### src/rtl/cordic_floatingpoint_pkg.sv
// Shared widths and IEEE-754 single-precision field layout for the add/sub datapath.
package cordic_floatingpoint_pkg;
    localparam int MAN_W    = 24;
    localparam int EXP_W    = 8;
    localparam int FRAC_W   = 23;
    localparam int RES_W    = 1 + EXP_W + FRAC_W;
    localparam int SIGN_POS = RES_W - 1;
    localparam int EXP_LSB  = FRAC_W;
    localparam int FRAC_LSB = 0;
    localparam logic [EXP_W-1:0] EXP_INF = 8'hFF;

    function automatic logic [RES_W-1:0] fp_pack(input logic sign,
                                                 input logic [EXP_W-1:0] exp,
                                                 input logic [FRAC_W-1:0] frac);
        logic [RES_W-1:0] r;
        r = '0;
        r[SIGN_POS] = sign;
        r[EXP_LSB +: EXP_W] = exp;
        r[FRAC_LSB +: FRAC_W] = frac;
        return r;
    endfunction
endpackage

### src/rtl/cordic_floatingpoint_addsub_lzc24.sv
// Combinational 24-bit leading-zero counter; returns 24 for an all-zero input.
module cordic_floatingpoint_addsub_lzc24
    import cordic_floatingpoint_pkg::*;
(
    input  logic [MAN_W-1:0] a,
    output logic [4:0]       cnt
);
    always_comb begin
        cnt = 5'd24;
        // Ascending scan: the highest set bit is the last one to write cnt.
        for (int i = 0; i < MAN_W; i++) begin
            if (a[i]) cnt = 5'(MAN_W - 1 - i);
        end
    end
endmodule

### src/rtl/cordic_floatingpoint_addsub_normalizer.sv
// Post-adder normalise/round/pack: fix-up, normalise, round-and-pack stages, 3-cycle latency.
// Whole pipeline stalls together while the output is held and not accepted.
module cordic_floatingpoint_addsub_normalizer
    import cordic_floatingpoint_pkg::*;
(
    input  logic              iClk,
    input  logic              iRst,
    input  logic              iValid,
    output logic              oReady,
    input  logic [MAN_W-1:0]  iSum,
    input  logic              iCarry,
    input  logic              iEffSub,
    input  logic [EXP_W-1:0]  iExp,
    input  logic              iSign,
    output logic              oValid,
    input  logic              iReady,
    output logic [RES_W-1:0]  oResult,
    output logic              oOverflow,
    output logic              oZero
);
    logic en;
    assign en     = ~oValid | iReady;
    assign oReady = en;

    // Stage 1: carry-out renormalisation / borrow negation.
    logic              s1_vld, s1_rnd, s1_sign;
    logic [MAN_W-1:0]  s1_mant;
    logic [EXP_W:0]    s1_exp;

    always_ff @(posedge iClk or posedge iRst) begin
        if (iRst) begin
            s1_vld  <= 1'b0;
            s1_rnd  <= 1'b0;
            s1_sign <= 1'b0;
            s1_mant <= '0;
            s1_exp  <= '0;
        end else if (en) begin
            s1_vld <= iValid;
            if (!iEffSub && iCarry) begin
                s1_mant <= {1'b1, iSum[MAN_W-1:1]};
                s1_rnd  <= iSum[0];
                s1_exp  <= {1'b0, iExp} + 9'd1;
                s1_sign <= iSign;
            end else if (iEffSub && iCarry) begin
                s1_mant <= -iSum;
                s1_rnd  <= 1'b0;
                s1_exp  <= {1'b0, iExp};
                s1_sign <= ~iSign;
            end else begin
                s1_mant <= iSum;
                s1_rnd  <= 1'b0;
                s1_exp  <= {1'b0, iExp};
                s1_sign <= iSign;
            end
        end
    end

    // Stage 2: leading-zero normalisation with flush-to-zero on underflow.
    logic [4:0]        lz;
    logic [MAN_W-1:0]  norm_mant;
    logic signed [9:0] norm_exp;
    logic              mant_zero, flush;

    cordic_floatingpoint_addsub_lzc24 u_lzc (
        .a   (s1_mant),
        .cnt (lz)
    );

    assign norm_mant = s1_mant << lz;
    assign norm_exp  = $signed({1'b0, s1_exp}) - $signed({5'b0, lz});
    assign mant_zero = (s1_mant == '0);
    assign flush     = (norm_exp <= 10'sd0);

    logic              s2_vld, s2_rnd, s2_sign, s2_zero;
    logic [MAN_W-1:0]  s2_mant;
    logic [EXP_W:0]    s2_exp;

    always_ff @(posedge iClk or posedge iRst) begin
        if (iRst) begin
            s2_vld  <= 1'b0;
            s2_rnd  <= 1'b0;
            s2_sign <= 1'b0;
            s2_zero <= 1'b0;
            s2_mant <= '0;
            s2_exp  <= '0;
        end else if (en) begin
            s2_vld  <= s1_vld;
            s2_zero <= mant_zero | flush;
            s2_sign <= mant_zero ? 1'b0 : s1_sign;
            s2_mant <= (mant_zero | flush) ? '0 : norm_mant;
            s2_exp  <= (mant_zero | flush) ? '0 : norm_exp[EXP_W:0];
            s2_rnd  <= (mant_zero | flush) ? 1'b0 : s1_rnd;
        end
    end

    // Stage 3: ties-to-even on the single discarded bit, then pack.
    logic [MAN_W:0]    rnd_sum;
    logic [MAN_W-1:0]  fin_mant;
    logic [9:0]        fin_exp;
    logic              ovf;
    logic [RES_W-1:0]  packed_res;

    always_comb begin
        rnd_sum  = {1'b0, s2_mant} + (MAN_W+1)'(s2_rnd & s2_mant[0]);
        fin_mant = rnd_sum[MAN_W] ? 24'h800000 : rnd_sum[MAN_W-1:0];
        fin_exp  = {1'b0, s2_exp} + 10'(rnd_sum[MAN_W]);
        ovf      = ~s2_zero & (fin_exp >= 10'd255);
        if (s2_zero)
            packed_res = fp_pack(s2_sign, '0, '0);
        else if (ovf)
            packed_res = fp_pack(s2_sign, EXP_INF, '0);
        else
            packed_res = fp_pack(s2_sign, fin_exp[EXP_W-1:0], fin_mant[FRAC_W-1:0]);
    end

    always_ff @(posedge iClk or posedge iRst) begin
        if (iRst) begin
            oValid    <= 1'b0;
            oResult   <= '0;
            oOverflow <= 1'b0;
            oZero     <= 1'b0;
        end else if (en) begin
            oValid    <= s2_vld;
            oResult   <= packed_res;
            oOverflow <= ovf;
            oZero     <= s2_zero;
        end
    end
endmodule

### config.mk
export PLATFORM = sky130hd
export DESIGN_NAME = cordic_floatingpoint_addsub_normalizer
export DESIGN_NICKNAME = d
export VERILOG_FILES = /design/src/rtl/cordic_floatingpoint_pkg.sv /design/src/rtl/cordic_floatingpoint_addsub_lzc24.sv /design/src/rtl/cordic_floatingpoint_addsub_normalizer.sv
export SDC_FILE = /design/constraint.sdc
export NUM_CORES = 1
export LEC_CHECK = 0
export BUFFER_PORTS_ARGS = -buffer_cell sky130_fd_sc_hd__clkbuf_2
export CAP_MARGIN = 20
export CORE_UTILIZATION = 36
export CTS_CLUSTER_SIZE = 12
export DETAILED_ROUTE_END_ITERATION = 16
export GPL_TIMING_DRIVEN = 0
export SYNTH_ARGS = -nofsm -noshare
export SYNTH_HDL_FRONTEND = slang
export SYNTH_SLANG_ARGS = --single-unit
### constraint.sdc
create_clock -name iClk -period 4.1 [get_ports iClk]
set_input_delay 0 -clock iClk [delete_from_list [all_inputs] [get_ports iClk]]
set_output_delay 0 -clock iClk [all_outputs]
set_load 0.02 [all_outputs]
==> results of run 1 <==
## timing repair
action                                 4_1_cts  5_1_grt
hold buffers                                15        0
setup buffers                                8       21
pin swaps                                    9       17
setup endpoints to repair                   60       52
endpoints found under the hold margin       55        0
gates resized for setup                     40       41
## worst paths after layout
kind / endpoint / depth (start not counted) / slack, ps / from
worst max-delay path: s2_mant[17] / 19 / 70 / s1_mant[1]
worst min-delay path: s1_mant[11] / 3 / 8 / iSum[12]
worst max register to register: s2_mant[17] / 19 / 70 / s1_mant[1]
worst min register to register: oValid / 1 / 460 / s2_vld
max in group asynchronous: s1_mant[8] / 4 / 3130 / iRst
min in group asynchronous: oResult[0] / 3 / 220 / iRst
## metal layers
layer  global-route usage  share of wire
met2                0.359           0.46
met4               0.0981          0.033
met5                    0              0
met1                0.314           0.47
met3               0.0258          0.043
## layout by cell type (no fill, tap or decap), drive strengths merged, types with 4 or more instances in the layout
cell	n
clkbuf	115
nand2b	8
a21boi	6
nor3b	4
a22oi	4
a22o	8
nand4	6
nor2b	7
o221ai	7
xor2	24
nand3	20
o21ai	83
buf	43
dfrtp	108
o22ai	10
a21oi	48
o211ai	12
a31oi	10
ha	10
or2	5
mux2i	19
nand2	144
o31ai	14
a221oi	6
clkinv	4
or3	6
nor4	13
inv	26
xnor2	25
nor3	19
nor2	64
a21o	16
a211oi	29
and2	6
and3	17
dlygate4sd3	15
## metrics by stage
step | power [µW] | cell area, µm² | setup TNS, ps | hold slack [ps] | util
4_1_cts | 5340 | 8730 | -26.2 | 0.838 | 0.444
3_3_place_gp | 4240 | 8000 | -38110 | 200 | 0.407
3_5_place_dp | 4280 | 8030 | -38150 | 77.7 | 0.409
6_report | 5540 | 9040 | 0 | 8.26 | 0.460
2_1_floorplan | 3470 | 7310 | 0 | 112 | -
5_1_grt | 5890 | 9040 | -249 | 40.0 | 0.460
## final cells by class
type	count	area, µm²
fill	1994	10600
inverter	25	104
buffer	47	240
timing repair buffer	117	756
tap	265	332
clock buffer	9	225
multi-input combinational	697	4590
sequential	108	2710
clock inverter	7	85.1
## cell usage after synthesis, types with 8 or more instances
master / number / area (µm²)
clkbuf_1: 36 / 135
and3_1: 16 / 100
xnor2_1: 25 / 219
a21o_1: 16 / 120
nor2_1: 63 / 236
a31oi_1: 10 / 62.6
o31ai_1: 14 / 105
a211oi_1: 27 / 203
nand2_1: 143 / 537
nor3_1: 18 / 90.1
nand3_1: 20 / 100
nand2b_1: 8 / 50.1
o22ai_1: 10 / 62.6
inv_1: 24 / 90.1
nor4_1: 12 / 75.1
a22o_1: 8 / 70.1
xor2_1: 24 / 210
o21ai_0: 83 / 415
mux2i_1: 19 / 190
o211ai_1: 11 / 82.6
a21oi_1: 47 / 235
ha_1: 10 / 125
dfrtp_1: 108 / 2700
## state kept, by name, indices dropped and copies added, names as in the netlist
signal and flops:
s2_exp 9, oOverflow 1, oValid 1, oZero 1
s2_rnd 1, s2_zero 1, s2_mant 24, s1_sign 1
s1_exp 9, s2_vld 1, s1_mant 24, s1_vld 1
oResult 32, s1_rnd 1, s2_sign 1
## logic make-up after synthesis
logic type,after synthesis,share of synthesized area
compound gates,284,0.258
xor+xnor,49,0.0588
fa+ha+maj,11,0.0199
buf+inv,74,0.0437
flops,108,0.370
mux,24,0.0368
simple gates,329,0.212
## power groups by stage
stage | clock [µW] | combinational, µW | sequential [µW]
after floorplan | 0 | 1520 | 1960
after global placement | 0 | 2370 | 1870
after detailed placement | 0 | 2400 | 1890
after CTS | 948 | 2520 | 1880
after global routing | 981 | 2940 | 1970
final | 930 | 2700 | 1900
## worst max-delay path: stages (launching register included)
cell       delay, ps
dfrtp_1          380
buf_6            130
nand2b_4         130
a221oi_2         230
or4_4            190
a21o_4           150
a21oi_4           60
inv_2            140
ha_4             150
inv_2             50
fa_2             390
a211oi_4         320
xor2_1           170
o211ai_1         160
a2111oi_4        400
buf_4            180
a211oi_4          70
and4_4           260
a22o_1           190
a21o_1           150
==> results.md, run 1 <==
- Area Overhead vs Synth: 23.8%
- # Max-Cap Violations: 0
- Post-DP HPWL: 17200 µm
- Number of detailed-route iterations in the first pass: 6
- NetSw: between 2000 and 3000 µW
- #FFs+latches synth: 108
- Largest buffer count on any clock path: 2
- Worst EP required: 4360 ps
- Drt initial violations: around 520
- Placer Congestion: 0.973
- RSZ-0062 raised after global routing: yes
- I/O Pins: 75
- Initial Util: 0.372
- Max_slew headroom: 0.318
- Nets: 1055
- H-tree lvl count: 3
- Layout cells sized above 1: 0.204
- Clk sinks: 108
- Ys Warns: 0
- Rows: 51
- Int Pwr: 3030 µW
- Antenna-violating nets left: 0
- Period utilization: 0.983
- Hold crit path type: in -> reg
- Die X-Extent: 144 µm
- Cts bufs inserted: 9
- Post-synth EDFFs: 0
- Skew final: around 12 ps
- Sequential share of the synthesized area: 0.370
- Clk_lat worst skew: 370 ps
- Crit path max fanout: 5
- CTS tree: yes
- Cells after Synth: 879
- Clock root buffer: clkbuf_16
- IO Port Bufs: just over 70
- Netlist Area Pre-Place: 7300 µm²
- Final Max Tran Viols: 0
- VDD IR max: roughly 0.24 mV
- Vias in the first global route: roughly 6500
- Largest net degree at the start of global routing: slightly below 70
- Avg Cell Area, Syn: 8.31 µm²
- Setup ws final: 71.7 ps
- Worst Path Arrival: 4290 ps
- Finished Layout Cells: ~1300
- Status: finished clean
- Reg power frac: 0.344
- Total GRT Usage: 0.228
- Syn nets: 929
- GR Overflow Total: 0
- # DRC: 0
- Area of the die: 20900 µm²
- DR vias: 7159
- Pre-CTS WS: -1010 ps
- Clk slew on worst S/H paths: roughly 80 ps
- Setup Viol. Count Final: 0
- Cell Pwr Density: about 610 nW/µm²
- Post-synth cell types: 81
- Ys flop type: dfrtp_1
- Final Hold Viols: 0
- Critical path startpoint category: flip-flop
- Ant diodes: 0
- FFs w/ async S/R, synth: 1.00
- Tmin final: 4030 ps
- Worst setup EP type: flip-flop
- Antenna violations before repair: 0
- Post-Route WL: 23200 µm
- Worst Setup Path Type: reg -> reg
- Leak: 0.00386 µW
- Logic pwr share: 0.488
- Slew @ Worst Pin: 997 ps
- First-pass GRT wire length: approximately 36000 µm
- DR vias/cell: 5.61
- Core region area: around 20000 µm²
- Cells after DPL: 1217
- Sw frac: 0.452
- Clock share of power: 0.168
- Fmax achieved: around 250 MHz
- WL/cell: 18.2 µm
- Die height: 144 µm
Note: power is estimated with default switching activity, not from simulation.
==> run 2: changes to the inputs <==
- clock period: 4.1 -> 4.6 ns (I/O delays scaled with it)
==> results.md, run 2 (synthesis results as in run 1) <==
- Status: finished clean
- Cts bufs inserted: 9 (unchanged)
- Fmax achieved: 228 MHz (-8.3%)
- Initial Util: 0.372 (unchanged)
- Slowest stage cell, crit path: dfrtp_1
- Worst path cell trace: nor4_4, a21boi_1, o211a_1, inv_2, clkbuf_4, buf_4, ha_2, o2111ai_1, and4b_1, or2_2, clkbuf_1, a211oi_4, and2_1, o21ai_0, a221oi_1
- Hold WS: 14.9 ps (+6.63 ps)
- Skew final: 12.3 ps (+0.0247 ps)
- Slew @ Worst Pin: 1100 ps (+104 ps)
- Clk sinks: 108 (unchanged)
- CTS tree: yes
- Final Hold Viols: 0 (unchanged)
- Worst Setup Path Type: reg -> reg
- Reg with most FFs: oResult
- Ant diodes: 0 (unchanged)
- Final Max Tran Viols: 0 (unchanged)
- Logic pwr share: 0.471 (-0.017)
- DR vias/cell: 5.55 (-1.1%)
- Pre-CTS WS: -745 ps (+262 ps)
- Post-Route WL: 22600 µm (-2.4%)
- Top Family by Delay on Critical Path: compound AO/OA/AOI/OAI gates
- Sw frac: 0.454 (+0.00127)
- # DRC: 0 (unchanged)
- Vias in the first global route: 6357 (-1.9%)
- Clock root buffer: clkbuf_16
- Clk_lat worst skew: 370 ps (about the same)
- Largest buffer count on any clock path: 2 (unchanged)
- Hold crit path type: in -> reg
- # Max-Cap Violations: 0 (unchanged)
- Worst EP required: 4870 ps (+510 ps)
- First-pass GRT wire length: 35500 µm (-1.6%)
- GR Overflow Total: 0 (unchanged)
- H-tree lvl count: 3 (unchanged)
- NetSw: 2150 µW (-14%)
- Most frequent cells in the layout: nand2_1, dfrtp_1, o21ai_0
- Post-DP HPWL: 17300 µm (+0.26%)
- Reg-to-Reg End: s2_mant[21]
- Clock share of power: 0.176 (+0.008)
- Tmin final: 4390 ps (+363 ps)
- RSZ-0062 raised after global routing: no
- Antenna violations before repair: 0 (unchanged)
- Largest regs: oResult: 32 flops, s1_mant: 24 flops, s2_mant: 24 flops
- Leak: 0.00372 µW (-3.8%)
- Max stage delay on crit path: 490 ps (+90 ps)
- Nets: 1036 (-1.8%)
- Die height: 144 µm (unchanged)
- Area Overhead vs Synth: 18.9%
- Worst R2R Start: s1_mant[12]
- Layout cells sized above 1: 0.154 (-0.0496)
- I/O Pins: 75 (unchanged)
- WL/cell: 18.0 µm (-0.90%)
- R2R depth: 15 (-4)
- WHS Endpoint: s1_mant[4]
- Setup ws final: 209 ps (+137 ps)
- Drt initial violations: 539 (+2.9%)
- Setup Viol. Count Final: 0 (unchanged)
- Antenna-violating nets left: 0 (unchanged)
- Max reg flops: 32 (unchanged)
- IO Port Bufs: 72 (unchanged)
- CP bufs+invs: 4 (unchanged)
- Total negative slack: 0 ps (unchanged)
- Die X-Extent: 144 µm (unchanged)
- Crit path max fanout: 10 (+5)
- Area of the die: 20900 µm² (unchanged)
- Total GRT Usage: 0.225 (-0.00261)
- Largest net degree at the start of global routing: 60 (-13%)
- Number of detailed-route iterations in the first pass: 7 (+1)
- Critical path startpoint category: flip-flop
- Worst Path Arrival: 4660 ps (+370 ps)
- Cell Pwr Density: 547 nW/µm² (-11%)
- Max_slew headroom: 0.247 (-0.0710)
- Period utilization: 0.955 (-0.0279)
- Worst setup EP type: flip-flop
- Int Pwr: 2590 µW (-14%)
- Most common cell after layout, fill and taps aside: nand2_1
- Placer Congestion: 0.936 (-3.9%)
- Reg power frac: 0.352 (+0.008)
- WHS Path Cells: 3 (unchanged)
- Core region area: 19700 µm² (unchanged)
- VDD IR max: 0.210 mV (-11%)
- Hold path start: iSum[5]
- DR vias: 6974 (-2.6%)
- Clk slew on worst S/H paths: 80 ps (about the same)
- R2R setup slack: 210 ps (+140 ps)
- Rows: 51 (unchanged)
==> run 2: through the flow <==
step / total power [µW] / instances / area (µm²) / util
after floorplan: 3090 / 879 / 7300 / -
final: 4750 / 1256 / 8690 / 0.442
after detailed placement: 3810 / 1217 / 8030 / 0.408
after global routing: 5070 / 1256 / 8690 / 0.442
after CTS: 4710 / 1252 / 8600 / 0.438
after global placement: 3790 / 1216 / 8000 / 0.407
==> run 2: how the worst max path moves through the flow <==
| stage | cells past startpoint | slack (ps) | startpoint | end |
|---|---|---|---|---|
| 4_1_cts | 16 | 8 | s1_mant[1] | s2_mant[22] |
| 3_5_place_dp | 15 | -740 | s1_mant[12] | s2_mant[21] |
| 6_report | 15 | 210 | s1_mant[12] | s2_mant[21] |
| 5_1_grt | 17 | 20 | s2_rnd | oResult[9] |
| 2_1_floorplan | 17 | 380 | s1_mant[1] | s2_mant[17] |
| 3_3_place_gp | 15 | -730 | s1_mant[12] | s2_mant[21] |
==> run 2: cell type report <==
type / count / area, µm²
inverter: 25 / 101
buffer: 48 / 225
clock inverter: 7 / 90.1
multi-input combinational: 697 / 4400
clock buffer: 9 / 225
fill: 2016 / 11000
tap: 265 / 332
sequential: 108 / 2700
timing repair buffer: 97 / 613
==> run 2: power by group through the flow <==
stage	sequential (µW)	combinational, µW	clock, µW
final	1670	2240	838
after global routing	1740	2450	891
after CTS	1670	2180	854
after detailed placement	1680	2130	0
after global placement	1670	2120	0
after floorplan	1740	1350	0
==> run 2: repair_timing <==
item                                    4_1_cts  5_1_grt
pin swaps                                     2        4
hold endpoints to repair                     67        0
buffers inserted                              1        5
hold buffers                                 18        0
resized for setup                            12       17
endpoints found under the setup margin       50       42
==> run 2: routing by layer <==
metal  global-route usage  share of wire  wire (µm)
met1                0.316           0.47      10700
met2                0.359           0.46      10500
met3               0.0242          0.047       1070
met4               0.0759          0.017        385
met5                    0              0          0
==> run 2: worst register-to-register path, stage by stage, from the launching register on <==
cell and delay [ps]:
dfrtp_1 490, nor4_4 410, a21boi_1 340, o211a_1 290, inv_2 90, clkbuf_4 200, buf_4 210, ha_2 410
o2111ai_1 180, and4b_1 260, or2_2 280, clkbuf_1 190, a211oi_4 310, and2_1 210, o21ai_0 110, a221oi_1 310
